[src/rtl/if_stage_qbuf.sv]
// if_stage_qbuf: instruction-fetch stage with a DEPTH-entry in-order fetch queue.
//
// Each request issued by pre-IF gets a queue entry. SRAM responses are matched
// to entries in issue order. On an exception or eret the queue is cleared, and
// responses still owed for the discarded entries are counted in cancel_cnt so
// they can be dropped when they arrive.
//
// Optional feature: define IF_DATA_BYPASS_EN to forward a response for the
// head entry to ID in the same cycle it arrives.
//
// Ports:
//   clk, reset                 clock, synchronous active-high reset
//   pfs_to_fs_valid/_bus       pre-IF entry {adef, pc}
//   fs_allowin                 an entry may be pushed this cycle
//   fs_buff_full               queue occupancy == DEPTH
//   ds_allowin                 ID accepts the presented entry
//   fs_to_ds_valid/_bus        head entry {ex, bd, badvaddr, inst, pc} to ID
//   ds_is_branch               copied combinationally to bd
//   inst_sram_rdata/_data_ok   one in-order SRAM response
//   inst_sram_data_waiting     a response is still owed (queued or cancelled)
//   ws_ex, ws_eret             flush requests
module if_stage_qbuf #(
  parameter int unsigned DEPTH = 4
) (
  input  logic        clk,
  input  logic        reset,
  input  logic        pfs_to_fs_valid,
  input  logic [32:0] pfs_to_fs_bus,
  output logic        fs_allowin,
  output logic        fs_buff_full,
  input  logic        ds_allowin,
  output logic        fs_to_ds_valid,
  output logic [97:0] fs_to_ds_bus,
  input  logic        ds_is_branch,
  input  logic [31:0] inst_sram_rdata,
  input  logic        inst_sram_data_ok,
  output logic        inst_sram_data_waiting,
  input  logic        ws_ex,
  input  logic        ws_eret
);

  localparam int unsigned PtrW = $clog2(DEPTH);
  localparam int unsigned CntW = PtrW + 1;

  logic [DEPTH-1:0] valid_q, valid_d;
  logic [DEPTH-1:0] ok_q, ok_d;
  logic [DEPTH-1:0] ex_q, ex_d;
  logic [31:0]      pc_q [DEPTH];
  logic [31:0]      pc_d [DEPTH];
  logic [31:0]      inst_q [DEPTH];
  logic [31:0]      inst_d [DEPTH];
  logic [PtrW-1:0]  head_q, head_d, tail_q, tail_d;
  logic [CntW-1:0]  count_q, count_d, cancel_q, cancel_d;

  logic            flush, push, pop, fill_hit, byp_hit, match_found;
  logic [PtrW-1:0] match_idx, idx;
  logic [CntW-1:0] pending_cnt, drain_cnt;
  logic [CntW:0]   occ_sum;
  logic [31:0]     head_inst;

  assign flush = ws_ex | ws_eret;

  // Entries still waiting for their SRAM response.
  always_comb begin
    pending_cnt = '0;
    for (int unsigned i = 0; i < DEPTH; i++) begin
      if (valid_q[i] && !ok_q[i]) pending_cnt = pending_cnt + CntW'(1);
    end
  end

  // Oldest pending entry, searching from head; adef entries are already ok.
  always_comb begin
    match_found = 1'b0;
    match_idx   = head_q;
    idx         = head_q;
    for (int unsigned i = 0; i < DEPTH; i++) begin
      idx = head_q + PtrW'(i);
      if (!match_found && valid_q[idx] && !ok_q[idx]) begin
        match_found = 1'b1;
        match_idx   = idx;
      end
    end
  end

  assign fill_hit = inst_sram_data_ok && (cancel_q == '0) && match_found && !flush;

`ifdef IF_DATA_BYPASS_EN
  assign byp_hit = fill_hit && (match_idx == head_q);
`else
  assign byp_hit = 1'b0;
`endif

  // Cancelled responses still reserve a slot, so they bound cancel_cnt to DEPTH.
  assign occ_sum      = (CntW + 1)'(count_q) + (CntW + 1)'(cancel_q);
  assign fs_allowin   = occ_sum < (CntW + 1)'(DEPTH);
  assign fs_buff_full = count_q == CntW'(DEPTH);

  assign fs_to_ds_valid = valid_q[head_q] && (ok_q[head_q] || byp_hit) && !flush;
  assign head_inst      = byp_hit ? inst_sram_rdata : inst_q[head_q];
  assign fs_to_ds_bus   = {ex_q[head_q], ds_is_branch, pc_q[head_q], head_inst, pc_q[head_q]};

  assign push = pfs_to_fs_valid && fs_allowin && !flush;
  assign pop  = fs_to_ds_valid && ds_allowin;

  assign inst_sram_data_waiting = (cancel_q != '0) || (pending_cnt != '0);

  // A data_ok in the flush cycle belongs to the old stream, so it is taken off
  // the owed total whether it would have been dropped or filled.
  assign drain_cnt = cancel_q + pending_cnt;

  always_comb begin
    valid_d  = valid_q;
    ok_d     = ok_q;
    ex_d     = ex_q;
    pc_d     = pc_q;
    inst_d   = inst_q;
    head_d   = head_q;
    tail_d   = tail_q;
    count_d  = count_q;
    cancel_d = cancel_q;
    if (flush) begin
      valid_d = '0;
      head_d  = '0;
      tail_d  = '0;
      count_d = '0;
      if (inst_sram_data_ok && (drain_cnt != '0)) cancel_d = drain_cnt - CntW'(1);
      else                                         cancel_d = drain_cnt;
    end else begin
      // A bypassed response that pops immediately is never stored.
      if (fill_hit && !(byp_hit && pop)) begin
        ok_d[match_idx]   = 1'b1;
        inst_d[match_idx] = inst_sram_rdata;
      end
      if (inst_sram_data_ok && (cancel_q != '0)) cancel_d = cancel_q - CntW'(1);
      if (pop) begin
        valid_d[head_q] = 1'b0;
        head_d          = head_q + PtrW'(1);
      end
      if (push) begin
        valid_d[tail_q] = 1'b1;
        ex_d[tail_q]    = pfs_to_fs_bus[32];
        ok_d[tail_q]    = pfs_to_fs_bus[32];
        pc_d[tail_q]    = pfs_to_fs_bus[31:0];
        inst_d[tail_q]  = '0;
        tail_d          = tail_q + PtrW'(1);
      end
      case ({push, pop})
        2'b10:   count_d = count_q + CntW'(1);
        2'b01:   count_d = count_q - CntW'(1);
        default: count_d = count_q;
      endcase
    end
  end

  always_ff @(posedge clk) begin
    if (reset) begin
      valid_q  <= '0;
      ok_q     <= '0;
      ex_q     <= '0;
      head_q   <= '0;
      tail_q   <= '0;
      count_q  <= '0;
      cancel_q <= '0;
      for (int unsigned i = 0; i < DEPTH; i++) begin
        pc_q[i]   <= '0;
        inst_q[i] <= '0;
      end
    end else begin
      valid_q  <= valid_d;
      ok_q     <= ok_d;
      ex_q     <= ex_d;
      pc_q     <= pc_d;
      inst_q   <= inst_d;
      head_q   <= head_d;
      tail_q   <= tail_d;
      count_q  <= count_d;
      cancel_q <= cancel_d;
    end
  end

endmodule

[config.mk]
export PLATFORM = sky130hd
export DESIGN_NAME = if_stage_qbuf
export DESIGN_NICKNAME = d
export VERILOG_FILES = /design/src/rtl/if_stage_qbuf.sv
export SDC_FILE = /design/constraint.sdc
export NUM_CORES = 1
export LEC_CHECK = 0
export BUFFER_PORTS_ARGS = -buffer_cell sky130_fd_sc_hd__buf_2
export CORE_MARGIN = 5
export CORE_UTILIZATION = 45
export DETAILED_ROUTE_END_ITERATION = 10
export PLACE_DENSITY_LB_ADDON = 0.08
export SLEW_MARGIN = 10
export SYNTH_ARGS = -nofsm -noshare
export SYNTH_HDL_FRONTEND = slang
export SYNTH_SLANG_ARGS = --single-unit
[constraint.sdc]
create_clock -name clk -period 3.95 [get_ports clk]
set_input_delay 0.1975 -clock clk [delete_from_list [all_inputs] [get_ports clk]]
set_output_delay 0.1975 -clock clk [all_outputs]
set_load 0.05 [all_outputs]
==> results of run 1 <==
[worst paths after layout]
kind	cells past startpoint	slack, ps	to	from
setup / recovery	15	550	cancel_q[0]	ok_q[0]
hold / removal	4	90	cancel_q[2]	ws_ex
setup reg to reg	15	550	cancel_q[0]	ok_q[0]
hold reg to reg	2	450	pc_q[7]	pc_q[7]
[worst register-to-register path, cell delays in order, from the launching register on]
cell and delay [ps]:
dfxtp_1 330, nand2b_1 240, ha_1 360, xnor2_1 240, inv_1 70, ha_1 290, nand2_1 60, nand2_1 70
fa_1 530, inv_1 50, ha_1 180, ha_1 200, nor2_1 220, xnor2_1 160, nor2_1 50, a211oi_1 250
[logic make-up (layout without fill, tap and decap cells)]
logic type	Yosys count	count (layout)
AO/OA/AOI/OAI	362	362
XOR/XNOR	11	11
adder cells (fa/ha/maj)	21	21
buffers and inverters	169	341
flip-flops	278	278
multiplexers	104	104
AND/OR/NAND/NOR	486	486
[flip-flops by register name, summed over array words and instances (netlist names)]
register  flops
head_q        2
ex_q          4
ok_q          4
count_q       3
pc_q        128
tail_q        2
valid_q       4
inst_q      128
cancel_q      3
[routing by layer]
metal  vias up  routed length [um]
met2       279               17700
met1      5187               15500
met3        57                1840
met4         0                 869
li1       5216                   -
met5         -                   0
[final cells by class]
cell class / count / area share, %
Clock buffer: 46 / 5.89
Clock inverter: 8 / 0.335
Timing Repair Buffer: 270 / 11.8
Inverter: 17 / 0.417
Sequential cell: 278 / 36.4
Tap cell: 378 / 3.09
Multi-Input combinational cell: 984 / 42.1
[layout by cell type (no fill, tap or decap), drive strengths merged, types with 5 or more instances in the layout]
| cell | n |
|---|---|
| nand2 | 320 |
| dfxtp | 278 |
| buf | 204 |
| a21oi | 176 |
| o21ai | 104 |
| mux4 | 70 |
| nand3 | 67 |
| dlygate4sd3 | 66 |
| a21boi | 64 |
| nor2 | 55 |
| clkbuf | 46 |
| mux2i | 34 |
| ha | 19 |
| inv | 16 |
| nor3 | 11 |
| clkinv | 9 |
| nand2b | 8 |
| xnor2 | 7 |
| and2 | 6 |
| a31oi | 5 |
[report_power, final]
group          leakage (uW)  switching [uW]  internal, uW
sequential          0.00224            19.2          2830
clock              0.000477            1140          1560
combinational       0.00278             349           186
[stage by stage]
stage	hold WS (ps)	power, uW	setup slack (ps)
2_1_floorplan	333	3240	576
3_3_place_gp	396	3390	642
3_5_place_dp	396	3390	551
4_1_cts	73.9	6140	520
5_1_grt	117	6310	237
6_report	86.1	6080	551
[what timing repair did]
| action | in CTS | in global routing |
|---|---|---|
| setup endpoints to repair | 0 | 0 |
| endpoints found under the hold margin | 264 | 0 |
| hold buffers | 66 | 0 |
| setup buffers | 0 | 0 |
==> flow_summary_export.csv, run 1 <==
group,metric,value,unit
synth,synth_top_flop_cell,"dfxtp_1",
sta,fin_tns_setup,0,ps
worst_setup_path,crit_top_cell,"ha_1",
die,die_width,179,um
synth,synth_edf_count,0,
layout,drive_gt1_share,21.6,%
layout,design_area,15300,um^2
worst_setup_path,critPathKind,"reg2reg",
drt,vias,10700,
worst_setup_path,start_kind,"flip-flop",
synth,synth.avg_cell_area,8.95,um^2
layout,synthToLayoutAreaGrowth,19.4,%
synth,yosysTopAreaCellShare,43.4,%
sta,fin_crit,3400,ps
cts,clk_pin_slew,60,ps
power_and_ir_drop,p_leak,0.00550,uW
worst_setup_path,crit_required,4400,ps
grt,grt_max_degree,101,
sta,fmaxAchievable,0.294,GHz
synth,synth_fp_nets,1525,
cts,cts.htree.levels,1,
grt,antenna_found_initial,0,
grt,grt_util_met3,3.02,%
placed_design,numPortBuffers,172,
sta,hold_violations,0,
worst_setup_path,crit_slowest_cell,"fa_1",
synth,synth_fa_ha_area_share,2.17,%
placed_design,gp_routability_congestion,0.815,
synth,ys_async_sr_fraction,0,%
sta,skew,10.9,ps
layout,seqCellArea,5570,um^2
sta,slew_violations,0,
drt,first_pass_iters,5,
synth,syn_area,12800,um^2
placed_design,placed_cell_area,13700,um^2
placed_design,dp_hpwl,20900,um
sta,slew_headroom,27.4,%
cts,post_cts_resized,0,
die,coreArea,27900,um^2
worst_setup_path,crit_family,"adder cells",
die,initial_utilization,45.9,%
sta,setup_viol_count_final,0,
min_path,hold_path_class,"in2reg",
drt,wire_per_inst,18.1,um
drt,post-route-drc-count,0,
synth,synthTopCellsByArea,"dfxtp_1, mux4_2, nand2_1",
sta,rsz0062_at_grt,"false",
synth,synth_common_cells,"nand2_1, dfxtp_1, a21oi_1",
synth,synth_top_family_by_area,"compound AO/OA/AOI/OAI gates",
synth,synth_warnings,0,
grt,top_usage_layer,"met2",
drt,dr.first_iter.drc_count,657,
job,drv_cap,0,
worst_setup_path,cp_num_buf_inv,2,
run_status,status,"completed",
worst_setup_path,crit_path_cell_trace,"nand2b_1 > ha_1 > xnor2_1 > inv_1 > ha_1 > nand2_1 > nand2_1 > fa_1 > inv_1 > ha_1 > ha_1 > nor2_1 > xnor2_1 > nor2_1 > a211oi_1",
synth,yosys.area.top_type,"dfxtp_1",
layout,final_cells,1981,
worst_setup_path,cp_max_fo,6,
layout,final_nets,1675,
power_and_ir_drop,ir_worst_vdd,325,uV
grt,grtUsageTotal,21.9,%
layout,final_util,54.8,%
synth,syn_inst,1431,
layout,multi_input_area,6430,um^2
cts,cts_made_buffers,30,
synth,muxShareOfSynthArea,15.0,%
die,rows,61,
grt,globalRouteOverflowTotal,0,
worst_setup_path,max_stage_delay,530,ps
synth,synth-xor-area-share,0.752,%
power_and_ir_drop,power_density,397,nW/um^2
worst_setup_path,arrival,3850,ps
synth,synth_compound_area_share,16.3,%
synth,synth.most_common_cell,"nand2_1",
sta,worstMarginPinSlew,1090,ps
die,boundaryPins,175,
layout,fill_cells,2617,
drt,via_per_inst,5.42,
layout,antennaDiodeCount,0,
cts,cts_buffer_depth,3,
grt,grt_pass1_wl,56700,um
grt,grt_pass1_vias,10600,
cts,insertion_delay,550,ps
drt,ant_nets,0,
drt,drt_wl_total,36000,um
sta,fin_crit_sh,86.0,%
synth,synth-seq-cells,278,
synth,synth-simple-area-share,15.8,%
cts,clock-sinks,278,
cts,root_buffer,"clkbuf_16",
grt,met2_usage,37.9,%
placed_design,dpl.cell_count,1861,
cts,cts_tree,"yes",
die,die_y,179,um
synth,ys_seq_area_share,43.4,%
die,die_area,31900,um^2
synth,synth.distinct_cells,49,
worst_setup_path,crit_path_end_kind,"flip-flop",
grt,use_met1,29.1,%
Power figures use the tool's default switching activity.
==> run 2: changes to the inputs <==
--- a/config.mk
+++ b/config.mk
@@ -5,8 +5,9 @@
 export SDC_FILE = /design/constraint.sdc
 export NUM_CORES = 1
 export LEC_CHECK = 0
+export ABC_AREA = 1
 export BUFFER_PORTS_ARGS = -buffer_cell sky130_fd_sc_hd__buf_2
-export CORE_MARGIN = 5
+export CORE_MARGIN = 8
 export CORE_UTILIZATION = 45
 export DETAILED_ROUTE_END_ITERATION = 10
 export PLACE_DENSITY_LB_ADDON = 0.08
==> run 2 against run 1 <==
Against the previous run:
- critical path depth up 2
- global-route usage rose by 2.2 points
- via count rose by 33%
- largest power group is now the clock network
- highest routed layer unchanged
==> flow_summary_export.csv, run 2 <==
group,metric,value,unit
grt,grt_pass1_vias,13800,
worst_setup_path,cp_max_fo,5,
cts,cts.htree.levels,2,
min_path,hold_path_class,"in2reg",
die,die_area,37100,um^2
worst_setup_path,max_stage_delay,400,ps
drt,vias,14300,
drt,post-route-drc-count,0,
sta,holdWs,46.3,ps
min_path,hold_depth,3,
layout,drive_gt1_share,13.5,%
die,coreArea,30700,um^2
sta,rsz0062_at_grt,"false",
synth,synth_edf_count,0,
sta,setup_viol_count_final,0,
die,die_width,193,um
cts,post_cts_resized,0,
cts,root_buffer,"clkbuf_16",
synth,synth.avg_cell_area,6.73,um^2
power_and_ir_drop,p_int,4920,uW
synth,synth_fp_nets,2182,
synth,synthTopCellsByArea,"dfxtp_1, nand2_1, nor2_1",
drt,wire_per_inst,17.9,um
placed_design,numPortBuffers,172,
grt,globalRouteOverflowTotal,0,
worst_setup_path,crit_cells,17,
cts,clk_pin_slew,60,ps
drt,drt_wl_total,46100,um
sta,fin_tns_setup,0,ps
synth,syn_area,14000,um^2
synth,synth_common_cells,"nand2_1, dfxtp_1, nor2_1",
layout,reg_top3,"inst_q (128), pc_q (128)",
die,rows,64,
worst_setup_path,ff2ff_path_depth,17,
worst_setup_path,crit_path_end_kind,"flip-flop",
layout,antennaDiodeCount,0,
cts,cts_buffer_depth,3,
synth,synth.most_common_cell,"nand2_1",
cts,insertion_delay,500,ps
cts,clock-sinks,278,
synth,synth.distinct_cells,36,
placed_design,dp_hpwl,25100,um
synth,synth_warnings,0,
synth,ys_seq_area_share,39.6,%
sta,fin_crit_sh,87.2,%
sta,skew,15.7,ps
placed_design,gp_routability_congestion,0.835,
cts,ctsHoldBuffers,32,
cts,cts_tree,"yes",
sta,fmaxAchievable,0.290,GHz
die,initial_utilization,45.8,%
worst_setup_path,critPathKind,"reg2reg",
layout,final_common_cell,"nand2_1",
power_and_ir_drop,power_switching,1590,uW
grt,grtUsageTotal,24.1,%
synth,yosys.area.top_type,"dfxtp_1",
drt,dr.first_iter.drc_count,1387,
layout,synthToLayoutAreaGrowth,14.9,%
layout,fill_cells,3103,
worst_setup_path,cp_num_buf_inv,2,
power_and_ir_drop,clkPwrFrac,49.0,%
synth,synth_top_flop_cell,"dfxtp_1",
drt,ant_nets,0,
worst_setup_path,start_kind,"flip-flop",
drt,via_per_inst,5.55,
cts,cts_made_buffers,35,
drt,first_pass_iters,5,
run_status,status,"completed",
worst_setup_path,crit_path_cell_trace,"inv_1 > nand2_1 > ha_1 > xnor2_1 > ha_1 > mux2_2 > fa_1 > xor2_1 > xor2_1 > inv_1 > ha_1 > nor2_1 > nand2_1 > o211ai_1 > o21ai_0 > nand2_1 > a21oi_1",
layout,final_nets,2245,
die,die_y,193,um
sta,hold_violations,0,
power_and_ir_drop,swShare,24.5,%
layout,layout_common_cells,"nand2_1, dfxtp_1, nor2_1",
cts,cts_setup_buffers,0,
grt,grt_pass1_wl,73800,um
power_and_ir_drop,ir_worst_vdd,363,uV
grt,grt_max_degree,131,
power_and_ir_drop,p_leak,0.00691,uW
worst_setup_path,crit_required,4320,ps
die,boundaryPins,175,
sta,worstMarginPinSlew,1050,ps
synth,ys_async_sr_fraction,0,%
synth,syn_inst,2088,
sta,slew_violations,0,
power_and_ir_drop,power_density,403,nW/um^2
synth,yosysTopAreaCellShare,39.6,%
synth,synth-seq-cells,278,
power_and_ir_drop,p_seq_share,43.6,%
worst_setup_path,reg2reg_setup_slack,500,ps
grt,antenna_found_initial,0,
sta,fin_crit,3450,ps
sta,slew_headroom,30.0,%
worst_setup_path,crit_slowest_cell,"fa_1",
job,drv_cap,0,
worst_setup_path,arrival,3810,ps
power_and_ir_drop,combPwrFrac,7.3,%
worst_setup_path,crit_family,"adder cells",
[run 2: final timing paths]
kind,startpoint,to
max,ok_q[1],cancel_q[2]
max reg2reg,ok_q[1],cancel_q[2]
min reg2reg,pc_q[36],pc_q[36]
min,ds_allowin,head_q[1]
[run 2: final cells by class]
class                      count  area [um^2]  share of cell area [%]
multi-input combinational   1550         7240                    44.8
sequential                   278         5570                    34.5
timing repair buffer         238         1500                    9.26
clock buffer                  55         1090                    6.77
tap                          396          495                    3.07
inverter                      48          186                    1.15
clock inverter                 6         61.3                   0.380
[run 2: stage by stage]
stage	worst slack, ps	util, %	total power [uW]	cells	area, um^2
after global routing	290	52.6	6730	2571	16100
after global placement	546	47.8	3350	2478	14700
after detailed placement	534	47.8	3360	2478	14700
after floorplan	337	-	3210	2088	14000
after CTS	501	52.6	6570	2571	16100
final	504	52.6	6510	2571	16100
[run 2: power by group through the flow]
stage	combinational (uW)	sequential [uW]	clock, uW
floorplan	309	2900	0
global placement	450	2900	0
detailed placement	452	2900	0
CTS	479	2840	3250
global route	515	2840	3370
finish	477	2840	3190
[run 2: kinds of logic after synthesis]
kind of cell,count (synthesis),synth area share [%]
buffers and inverters,260,8.87
XOR/XNOR,6,0.374
AND/OR/NAND/NOR,1030,30.9
flip-flops,278,39.6
AO/OA/AOI/OAI,492,18.2
adder cells (fa/ha/maj),21,1.98
multiplexers,1,0.0802
[run 2: routing by layer]
metal | GRT usage (%) | part of all wire [%] | vias to the layer above
met3 | 3.27 | 5.6 | 73
met4 | 7.52 | 2.1 | 0
met1 | 31.6 | 46 | 6679
met2 | 40.6 | 47 | 445
met5 | 0 | 0 | -
li1 | - | - | 7071
[run 2: worst reg2reg max path, stage by stage, from the launching register on]
cell	delay [ps]
dfxtp_1	320
inv_1	90
nand2_1	90
ha_1	320
xnor2_1	250
ha_1	270
mux2_2	290
fa_1	400
xor2_1	160
xor2_1	200
inv_1	70
ha_1	190
nor2_1	250
nand2_1	90
o211ai_1	90
o21ai_0	100
nand2_1	80
a21oi_1	60
==> run 3: changes to the inputs <==
--- a/config.mk
+++ b/config.mk
@@ -8,7 +8,7 @@
 export ABC_AREA = 1
 export BUFFER_PORTS_ARGS = -buffer_cell sky130_fd_sc_hd__buf_2
 export CORE_MARGIN = 8
-export CORE_UTILIZATION = 45
+export CORE_UTILIZATION = 59
 export DETAILED_ROUTE_END_ITERATION = 10
 export PLACE_DENSITY_LB_ADDON = 0.08
 export SLEW_MARGIN = 10
==> run 3 against run 2 <==
Against the previous run:
- first-iteration DRC count rose by 16%
- cell count fell by 3.5%
- worst setup slack got worse by 120 ps
- register-to-register slack got worse by 120 ps
- clock power fell by 11%
- sequential share of layout area rose by 0.66 points
- total power fell by 5.5%
- critical path type unchanged
- largest power group is now sequential cells
==> flow_summary_export.csv, run 3 (synthesis gave the netlist of run 2 again) <==
group,metric,value,unit
run_status,status,"completed",
drt,ant_nets,0,
die,boundaryPins,175,
cts,insertion_delay,550,ps
sta,rsz0062_at_grt,"false",
worst_setup_path,max_stage_delay,870,ps
sta,skew,10.9,ps
sta,fmaxAchievable,0.280,GHz
grt,met2_usage,47.6,%
drt,drt_wl_total,43100,um
worst_setup_path,crit_path_cell_trace,"buf_4 > nand3_1 > nand2_1 > nand2_2 > nand2_1 > nand2_1 > nand2_1 > nand2_1 > nand2_2 > nand3_2 > nand2_1 > nand2_1 > o21ai_1 > nor2_1",
sta,slew_headroom,31.5,%
sta,setup_viol_count_final,0,
grt,grt_util_met3,4.89,%
die,coreArea,23400,um^2
cts,cts_made_buffers,29,
cts,cts_setup_buffers,0,
layout,layout_common_cells,"nand2_1, dfxtp_1, nor2_1",
worst_setup_path,crit_family,"simple AND/OR/NAND/NOR gates",
grt,use_met1,36.4,%
cts,post_cts_resized,0,
die,rows,56,
layout,final_common_cell,"nand2_1",
grt,grt_pass1_wl,69800,um
die,die_area,29000,um^2
cts,cts_tree,"yes",
cts,clk_pin_slew,60,ps
cts,root_buffer,"clkbuf_16",
sta,hold_violations,0,
worst_setup_path,crit_top_cell,"nand2_1",
layout,synthToLayoutAreaGrowth,12.8,%
cts,clock-sinks,278,
die,initial_utilization,60.0,%
min_path,hold_path_class,"in2reg",
grt,antenna_found_initial,1,
worst_setup_path,crit_path_end_kind,"flip-flop",
job,drv_cap,0,
sta,holdWs,41.6,ps
sta,fin_tns_setup,0,ps
drt,first_pass_iters,5,
layout,reg_top3,"inst_q (128), pc_q (128)",
drt,vias,14600,
drt,dr.first_iter.drc_count,1608,
worst_setup_path,cp_num_buf_inv,1,
placed_design,placed_cell_area,14500,um^2
worst_setup_path,critPathKind,"reg2reg",
worst_setup_path,crit_required,4370,ps
layout,design_area,15800,um^2
layout,drive_gt1_share,12.9,%
die,die_width,170,um
power_and_ir_drop,p_leak,0.00680,uW
grt,grtUsageTotal,28.7,%
sta,worstMarginPinSlew,1030,ps
grt,top_usage_layer,"met2",
cts,cts_buffer_depth,3,
placed_design,numPortBuffers,172,
grt,grt_pass1_vias,13900,
drt,post-route-drc-count,0,
placed_design,gp_routability_congestion,0.874,
sta,fin_crit,3570,ps
die,die_y,170,um
layout,final_nets,2235,
sta,slew_violations,0,
worst_setup_path,arrival,3990,ps
drt,wire_per_inst,17.4,um
worst_setup_path,cp_max_fo,72,
sta,fin_crit_sh,90.4,%
power_and_ir_drop,power_density,388,nW/um^2
power_and_ir_drop,ir_worst_vdd,428,uV
grt,globalRouteOverflowTotal,0,
worst_setup_path,crit_slowest_cell,"nand3_2",
cts,cts.htree.levels,1,
placed_design,dp_hpwl,23200,um
layout,fill_cells,2165,
drt,via_per_inst,5.89,
cts,ctsHoldBuffers,33,
worst_setup_path,start_kind,"flip-flop",
grt,grt_max_degree,113,
## run 3: per-stage QoR
stage | util (%) | worst slack (ps) | std cells | power, uW
CTS | 67.7 | 476 | 2480 | 6170
global route | 67.7 | 71.9 | 2481 | 6330
finish | 67.7 | 380 | 2481 | 6150
detailed placement | 62.0 | 493 | 2396 | 3350
global placement | 62.0 | 564 | 2396 | 3340
floorplan | - | 337 | 2088 | 3210
## run 3: power breakdown
group          leakage (uW)  internal [uW]  switching [uW]  total (uW)
clock network      0.000487           1710            1130        2840
logic               0.00407            129             345         474
registers           0.00224           2820            16.7        2840
## run 3: worst register-to-register path, delay by kind of cell, from the launching register on
family,cells,cell delay (ps)
simple gates,12,2330
buf+inv,1,700
flops,1,330
compound gates,1,90
## run 3: area by class of cell
cell class	instances	area [um^2]	share of cell area, %
tap	319	399	2.52
sequential	278	5570	35.2
multi-input combinational	1550	7240	45.7
timing repair buffer	234	1460	9.19
clock inverter	7	114	0.719
antenna	1	2.50	0.0158
inverter	48	186	1.18
clock buffer	44	873	5.51
## run 3: path summary, 6_finish.rpt
check	start	to	slack [ps]	cells after the start
setup / recovery	head_q[1]	inst_q[98]	380	14
hold / removal	inst_sram_rdata[9]	inst_q[41]	40	5
setup reg to reg	head_q[1]	inst_q[98]	380	14
hold reg to reg	pc_q[48]	pc_q[48]	460	2
## run 3: layer usage
metal	share of wire, %	routed length [um]
met1	42	18000
met4	2.8	1220
met5	0	0
met3	8.7	3760
met2	47	20200
